`src/rtl/tp_probe_sel_if.sv`:
```
// Probe-select bus: probe groups, strobes and trigger controls in; test-point bank and trigger status out.
// The driver side (master) owns the inputs; tp_probe_sel (slave) owns the outputs.
interface tp_probe_sel_if;
  logic [1:0]  PROBE_SEL;
  logic [15:0] GRP0;
  logic [15:0] GRP1;
  logic [15:0] GRP2;
  logic [15:0] GRP3;
  logic [7:0]  STB_IN;
  logic        ARM;
  logic [15:0] TRIG_MASK;
  logic [15:0] TRIG_VAL;
  logic [15:0] TP_DATA;
  logic [7:0]  TP_STB;
  logic        ARMED;
  logic        TRIGGERED;

  modport master (
    output PROBE_SEL, GRP0, GRP1, GRP2, GRP3, STB_IN, ARM, TRIG_MASK, TRIG_VAL,
    input  TP_DATA, TP_STB, ARMED, TRIGGERED
  );

  modport slave (
    input  PROBE_SEL, GRP0, GRP1, GRP2, GRP3, STB_IN, ARM, TRIG_MASK, TRIG_VAL,
    output TP_DATA, TP_STB, ARMED, TRIGGERED
  );
endinterface

```
`src/rtl/tp_probe_sel.sv`:
```
// Test-point probe mux (1-cycle latency) with per-bit strobe stretchers and a freeze-on-match trigger.
// Trigger FSM and hold counter exist only when TP_PROBE_TRIG_EN is defined; otherwise TP_DATA is always live.
module tp_probe_sel #(
  parameter int STRETCH     = 8,
  parameter int HOLD_CYCLES = 1024
) (
  input logic           CLK,
  input logic           RST_B,
  tp_probe_sel_if.slave bus
);

  localparam logic [3:0]  LP_STRETCH   = 4'(STRETCH);
  localparam logic [15:0] LP_HOLD_LOAD = 16'(HOLD_CYCLES - 1);

  logic [15:0] w_sel_word;
  logic [3:0]  r_stb_cnt [8];
  logic [7:0]  w_tp_stb;
  logic [15:0] r_tp_data;

  always_comb begin
    w_sel_word = bus.GRP0;
    case (bus.PROBE_SEL)
      2'd0: w_sel_word = bus.GRP0;
      2'd1: w_sel_word = bus.GRP1;
      2'd2: w_sel_word = bus.GRP2;
      2'd3: w_sel_word = bus.GRP3;
      default: w_sel_word = bus.GRP0;
    endcase
  end

  // A strobe reloads the full length even mid-count, so back-to-back strobes never leave a gap.
  always_ff @(posedge CLK or negedge RST_B) begin
    if (!RST_B) begin
      for (int i = 0; i < 8; i++) r_stb_cnt[i] <= 4'd0;
    end else begin
      for (int i = 0; i < 8; i++) begin
        if (bus.STB_IN[i])
          r_stb_cnt[i] <= LP_STRETCH;
        else if (r_stb_cnt[i] != 4'd0)
          r_stb_cnt[i] <= r_stb_cnt[i] - 4'd1;
      end
    end
  end

  always_comb begin
    w_tp_stb = 8'd0;
    for (int i = 0; i < 8; i++) w_tp_stb[i] = (r_stb_cnt[i] != 4'd0);
  end

  assign bus.TP_STB  = w_tp_stb;
  assign bus.TP_DATA = r_tp_data;

`ifdef TP_PROBE_TRIG_EN
  typedef enum logic [1:0] {ST_IDLE, ST_ARMED, ST_HOLD} state_t;

  state_t      r_state;
  logic [15:0] r_hold_cnt;
  logic        r_armed;
  logic        r_triggered;
  logic        w_match;

  assign w_match = (((w_sel_word ^ bus.TRIG_VAL) & bus.TRIG_MASK) == 16'd0);

  // TP_DATA stays frozen through HOLD until the last hold cycle, where it reloads so output goes live on exit.
  always_ff @(posedge CLK or negedge RST_B) begin
    if (!RST_B) begin
      r_state     <= ST_IDLE;
      r_hold_cnt  <= 16'd0;
      r_armed     <= 1'b0;
      r_triggered <= 1'b0;
      r_tp_data   <= 16'd0;
    end else begin
      if (!(r_state == ST_HOLD && r_hold_cnt != 16'd0))
        r_tp_data <= w_sel_word;
      case (r_state)
        ST_IDLE: begin
          if (bus.ARM) begin
            r_state <= ST_ARMED;
            r_armed <= 1'b1;
          end
        end
        ST_ARMED: begin
          if (w_match) begin
            r_state     <= ST_HOLD;
            r_armed     <= 1'b0;
            r_triggered <= 1'b1;
            r_hold_cnt  <= LP_HOLD_LOAD;
          end
        end
        ST_HOLD: begin
          if (r_hold_cnt == 16'd0) begin
            r_state     <= ST_IDLE;
            r_triggered <= 1'b0;
          end else begin
            r_hold_cnt <= r_hold_cnt - 16'd1;
          end
        end
        default: begin
          r_state     <= ST_IDLE;
          r_armed     <= 1'b0;
          r_triggered <= 1'b0;
          r_hold_cnt  <= 16'd0;
        end
      endcase
    end
  end

  assign bus.ARMED     = r_armed;
  assign bus.TRIGGERED = r_triggered;
`else
  logic w_unused_trig;

  assign w_unused_trig = ^{bus.ARM, bus.TRIG_MASK, bus.TRIG_VAL};

  always_ff @(posedge CLK or negedge RST_B) begin
    if (!RST_B)
      r_tp_data <= 16'd0;
    else
      r_tp_data <= w_sel_word;
  end

  assign bus.ARMED     = 1'b0;
  assign bus.TRIGGERED = 1'b0;
`endif

endmodule

```
`src/flat_wrapper.sv`:
```
// flat-port wrapper written by rule: the top's interface ports become plain ports
module tp_probe_sel_flat 
#(
  parameter int STRETCH     = 8,
  parameter int HOLD_CYCLES = 1024
)
  (CLK, RST_B, bus_PROBE_SEL, bus_GRP0, bus_GRP1, bus_GRP2, bus_GRP3, bus_STB_IN, bus_ARM, bus_TRIG_MASK, bus_TRIG_VAL, bus_TP_DATA, bus_TP_STB, bus_ARMED, bus_TRIGGERED);
  tp_probe_sel_if bus_i ();
  input logic CLK;
  input logic RST_B;
  input wire logic [$bits(bus_i.PROBE_SEL)-1:0] bus_PROBE_SEL;
  input wire logic [$bits(bus_i.GRP0)-1:0] bus_GRP0;
  input wire logic [$bits(bus_i.GRP1)-1:0] bus_GRP1;
  input wire logic [$bits(bus_i.GRP2)-1:0] bus_GRP2;
  input wire logic [$bits(bus_i.GRP3)-1:0] bus_GRP3;
  input wire logic [$bits(bus_i.STB_IN)-1:0] bus_STB_IN;
  input wire logic [$bits(bus_i.ARM)-1:0] bus_ARM;
  input wire logic [$bits(bus_i.TRIG_MASK)-1:0] bus_TRIG_MASK;
  input wire logic [$bits(bus_i.TRIG_VAL)-1:0] bus_TRIG_VAL;
  output wire logic [$bits(bus_i.TP_DATA)-1:0] bus_TP_DATA;
  output wire logic [$bits(bus_i.TP_STB)-1:0] bus_TP_STB;
  output wire logic [$bits(bus_i.ARMED)-1:0] bus_ARMED;
  output wire logic [$bits(bus_i.TRIGGERED)-1:0] bus_TRIGGERED;
  assign bus_i.PROBE_SEL = bus_PROBE_SEL;
  assign bus_i.GRP0 = bus_GRP0;
  assign bus_i.GRP1 = bus_GRP1;
  assign bus_i.GRP2 = bus_GRP2;
  assign bus_i.GRP3 = bus_GRP3;
  assign bus_i.STB_IN = bus_STB_IN;
  assign bus_i.ARM = bus_ARM;
  assign bus_i.TRIG_MASK = bus_TRIG_MASK;
  assign bus_i.TRIG_VAL = bus_TRIG_VAL;
  assign bus_TP_DATA = bus_i.TP_DATA;
  assign bus_TP_STB = bus_i.TP_STB;
  assign bus_ARMED = bus_i.ARMED;
  assign bus_TRIGGERED = bus_i.TRIGGERED;
  tp_probe_sel #(.STRETCH(STRETCH), .HOLD_CYCLES(HOLD_CYCLES)) u_core (.CLK(CLK), .RST_B(RST_B), .bus(bus_i));
endmodule
```
`config.mk`:
```
export PLATFORM = sky130hd
export DESIGN_NAME = tp_probe_sel_flat
export DESIGN_NICKNAME = d
export VERILOG_FILES = /design/src/rtl/tp_probe_sel_if.sv /design/src/rtl/tp_probe_sel.sv /design/src/flat_wrapper.sv
export SDC_FILE = /design/constraint.sdc
export NUM_CORES = 1
export LEC_CHECK = 0
export BUFFER_PORTS_ARGS = -buffer_cell sky130_fd_sc_hd__buf_4
export CAP_MARGIN = 10
export CORE_MARGIN = 2
export CORE_UTILIZATION = 49
export DETAILED_ROUTE_END_ITERATION = 7
export GPL_ROUTABILITY_DRIVEN = 0
export PLACE_DENSITY = 0.86
export SYNTH_ARGS = -nofsm -noshare
export SYNTH_HDL_FRONTEND = slang
export SYNTH_SLANG_ARGS = --single-unit
```
`constraint.sdc`:
```
create_clock -name CLK -period 2.9 [get_ports CLK]
set_input_delay 0.435 -clock CLK [delete_from_list [all_inputs] [get_ports CLK]]
set_output_delay 0.435 -clock CLK [all_outputs]
set_load 0.03 [all_outputs]
```
=== Yosys cells after proc, flatten, opt, wreduce, memory -nomap -nowiden ===
Cells that the tools add are included.

* Muxes and demuxes: 17
* Add/sub/neg operators: 8
* Reduce and logical (&&, ||, !) cells: 17
* Equality and inequality tests: 3

{| class="wikitable"
|+ Operators by type and width
! kind !! number
|-
| 4-bit 2-to-1 mux || 16
|-
| 16-bit case mux with 4 select lines || 1
|-
| 4-bit nonzero test || 8
|-
| 4-bit by 1-bit subtractor with 4-bit output (second input constant) || 8
|-
| 2-bit nonzero test || 8
|-
| 2-bit == test (second input constant) || 2
|-
| 2-bit by 1-bit == test with 1-bit output (second input constant) || 1
|-
| 2-bit logical NOT || 1
|}

* Logic and storage cells: 54
* Input bits: 109
* Flip-flop bits (word level): 48
* Output and inout port bits: 26

=== Depth between registers and ports, before layout ===
* Word-level depth: 3
* Depth in mapped cells: 4
* Mapped depth without buffers: 4

=== Worst setup path before layout ===
Ideal clock, no wire load.

* Path kind: reg2reg
* Start point: register u_core.r_stb_cnt[12] (netlist bit)
* End point: register u_core.r_stb_cnt[12] (netlist bit)
* Required time: 2.775 ns
* Setup slack: 1.378 ns
* Buffers on the path: 0
* Arrival time: 1.397 ns
* Setup time: 0.125 ns
* Clock period less this slack: 1.522 ns
* Stages on the path, launching flop included: 5
* Cell sequence: dfrtp_1 inv_1 ha_1 or3b_4 mux2_4

* Elaborated cells between the ends (all ways): 5
* Classes of those cells: add/sub (1); mux (2); reduce/logical (2)

{| class="wikitable"
|+ RTL lines
! item !! RTL line !! RTL
|-
| from (decl) || tp_probe_sel.sv:16 || <nowiki>logic [3:0] r_stb_cnt [8];</nowiki>
|-
| from (signal, indexed assignment) || tp_probe_sel.sv:40 || <nowiki>r_stb_cnt[i] <= r_stb_cnt[i] - 4'd1;</nowiki>
|-
| 4-bit nonzero test || - ||
|-
| named net bus_TP_STB[4] || flat_wrapper.sv:21 || <nowiki>output wire logic [$bits(bus_i.TP_STB)-1:0] bus_TP_STB;</nowiki>
|-
| 2-bit nonzero test (no source line) || - ||
|}

The timed path passes the listed nets, and every way through them passes these cells. The select of a mux whose other input is x is not followed.
A chain may end at the register's enable or synchronous reset.

=== Worst setup path after layout ===
* Start point: register u_core.r_stb_cnt[24] (netlist bit)
* End point: output port bus_TP_STB[1]

* Cells in the longest elaborated chain, start to end: 1

{| class="wikitable"
|+ Ends and longest elaborated chain
! item !! RTL line !! RTL
|-
| 4-bit nonzero test || tp_probe_sel.sv:47 || <nowiki>for (int i = 0; i < 8; i++) w_tp_stb[i] = (r_stb_cnt[i] != 4'd0);</nowiki>
|-
| to (decl) || flat_wrapper.sv:21 ||
|}

Every way passes these cells.

==> out/qor.yml <==
clock_network:
  numCtsBuffers: 5
  root_buffer: "clkbuf_8"
  postCtsSetupRepairBufs: 0
  numClockSinks: 48
  clk_path_buf_depth: 2
  h-tree-depth: 2
  ctsHoldBuffers: 0
  ctsResizeCount: 0
  cts_tree: "done"
  cts.reportedPaths.clkPinSlew_ns: 0.09
  clk_latency_ns: 0.30
floorplanning:
  io_pins: 135
  core-area_mm2: 0.00507
  die_w_um: 76.3
  die_area_mm2: 0.00582
  rows: 26
  initial_core_util_pct: 50.4
  die_h_um: 76.3
final_layout:
  n_antenna_cell: 0
  final_cell_area_mm2: 0.00347
  drive_gt1_share_pct: 46.2
  syn_to_final_growth_pct: 35.7
  fill_cells: 404
  fin_nets: 419
  final_cell_mix: "99 x buf_4, 48 x dfrtp_1, 17 x inv_1, 17 x nor2_1, 16 x mux4_2"
  final_common_cell: "buf_4"
yosys:
  ys_seq_elements: 48
  ys_seq_area_share_pct: 46.9
  synth.avg_cell_area_um2: 12.7
  synth_cell_types: 23
  synthCells: 201
  synth_area_mm2: 0.00256
  ys_warn_count: 0
placement:
  port_buffers: 99
  placed_cell_area_mm2: 0.00335
  hpwl_um: 4150
routing:
  vias: 1968
  route.met3.wl_um: 345
  firstDrtPassIters: 4
  drc: 0
  drtAntennaViolNets: 0
  finalWirelength_um: 5160
  top_layer: "met4"
  met2_wirelength_um: 2820
  routedWlPerCell_um: 13.8
  wl_met1_um: 1900
  via_per_inst: 5.28
  dr.first_iter.drc_count: 59
power_and_ir_drop:
  switching_share_pct: 34.7
  p_per_area_mw_per_mm2: 803
  power_leakage_uw: 0.00161
  p_int_uw: 1820
  seq_power_share_pct: 40.4
  pwr-share-comb_pct: 41.1
  clkPwrFrac_pct: 18.5
  power.total_uw: 2790
  switchingPower_uw: 967
  max-vdd-ir-drop_v: 0.000303
setup_path:
  critPathLaunchType: "register"
  r2r_end: "u_core.r_stb_cnt[8]"
  r2r_slack_ns: 1.32
  path_class: "reg2out"
  cp_data_required_time_ns: 2.47
  crit_path_max_fanout: 5
  critPathArrivalTime_ns: 1.64
  reg2reg_from: "u_core.r_stb_cnt[8]"
  worst_setup_path_end_kind: "output port"
  reg2regPathDepth: 4
min_path:
  hold_path_class: "in2async"
sta:
  rsz0062_at_grt: "no"
  tightest_slew_ns: 0.585
  fin_crit_sh_pct: 71.5
  slew_violations: 0
  tns_ns: 0
  setup_viol_count_final: 0
  fin_skew_ns: 0.00736
  max_freq_ghz: 0.483
  max_slew_margin_pct: 61.0
  finalHoldViolCount: 0
  fin_crit_ns: 2.07
global_routing:
  track_usage_pct: 18.6
  grt_overflow_total: 0
  grt_pass1_wl_um: 8800
  antenna_found_initial: 0
  grt_pass1_vias: 2006
  grt_max_degree: 49
status:
  status: "complete, no violations"
flow_run:
  drv_cap: 0
[flip-flops by register name, indices dropped and copies added, names as in the netlist]
signal	flops
u_core.bus.TP_DATA	16
u_core.r_stb_cnt	32
[power groups by stage]
stage               Combinational, uW  Sequential, uW  Clock, uW
global route                     1270            1160        557
floorplan                         818            1120          0
detailed placement               1160            1130          0
CTS                              1170            1120        535
finish                           1150            1130        517
global placement                 1100            1110          0
[stage by stage]
step           setup WS, ns  util [%]  cells  hold slack [ns]
6_report              0.828      68.4    373            0.138
5_1_grt               0.755      68.4    373            0.182
4_1_cts               0.815      68.4    373            0.154
3_5_place_dp           1.16      66.0    365            0.485
3_3_place_gp           1.20      66.0    365            0.483
2_1_floorplan          1.38         -    202            0.139
[worst max path at each step]
| stage | from | end | depth (start not counted) |
|---|---|---|---|
| 3_3_place_gp | u_core.r_stb_cnt[8] | bus_TP_STB[5] | 4 |
| 2_1_floorplan | u_core.r_stb_cnt[12] | u_core.r_stb_cnt[12] | 4 |
| 6_report | u_core.r_stb_cnt[24] | bus_TP_STB[1] | 4 |
| 5_1_grt | u_core.r_stb_cnt[24] | bus_TP_STB[1] | 4 |
| 3_5_place_dp | u_core.r_stb_cnt[8] | bus_TP_STB[5] | 4 |
| 4_1_cts | u_core.r_stb_cnt[24] | bus_TP_STB[1] | 4 |
[cells by family after synthesis]
| logic type | after synthesis | share of synthesized area [%] |
|---|---|---|
| AO/OA/AOI/OAI | 31 | 9.09 |
| adder cells (fa/ha/maj) | 8 | 3.91 |
| buffers and inverters | 23 | 4.35 |
| flip-flops | 48 | 46.9 |
| multiplexers | 25 | 19.1 |
| other | 1 | 0.146 |
| AND/OR/NAND/NOR | 65 | 16.5 |
[synthesized netlist by cell type]
| cell | n | area share (%) |
|---|---|---|
| mux2_4 | 7 | 4.1 |
| buf_6 | 2 | 0.88 |
| nor2_1 | 17 | 2.5 |
| buf_4 | 2 | 0.59 |
| clkbuf_2 | 1 | 0.20 |
| nor2b_1 | 9 | 2.2 |
| nand3b_1 | 8 | 2.3 |
| mux2_2 | 2 | 0.88 |
| mux4_2 | 16 | 14 |
| buf_2 | 1 | 0.20 |
| a211oi_1 | 7 | 2.1 |
| o31a_1 | 8 | 2.7 |
| a211o_1 | 8 | 2.7 |
| dfrtp_1 | 48 | 47 |
| ha_1 | 8 | 3.9 |
| nand2b_1 | 8 | 2.0 |
| nor4b_1 | 7 | 2.4 |
| a21oi_1 | 8 | 1.6 |
| conb_1 | 1 | 0.15 |
| nor3b_2 | 1 | 0.49 |
| nor3_1 | 8 | 1.6 |
| inv_1 | 17 | 2.5 |
| or3b_4 | 7 | 3.1 |
[area by class of cell]
type	instances	area [um^2]	share of cell area, %
clock buffers	7	96.3	2.77
clock inverters	1	30.0	0.865
inverters	17	63.8	1.84
multi-input cells	131	1250	36.0
flip-flops and latches	48	1200	34.6
well taps	70	87.6	2.52
repair buffers	99	743	21.4
[worst max-delay path, cell delays in order (launching register included)]
cell and delay [ns]:
dfrtp_1 0.43, inv_1 0.08, ha_1 0.21, or3b_4 0.42, buf_4 0.18
[layer usage]
layer  global-route usage [%]  up-vias
met1                     19.5      950
met4                     6.55        0
met3                     4.74        8
li1                         -      940
met5                        0        -
met2                     35.6       70
Power figures use the tool's default switching activity.
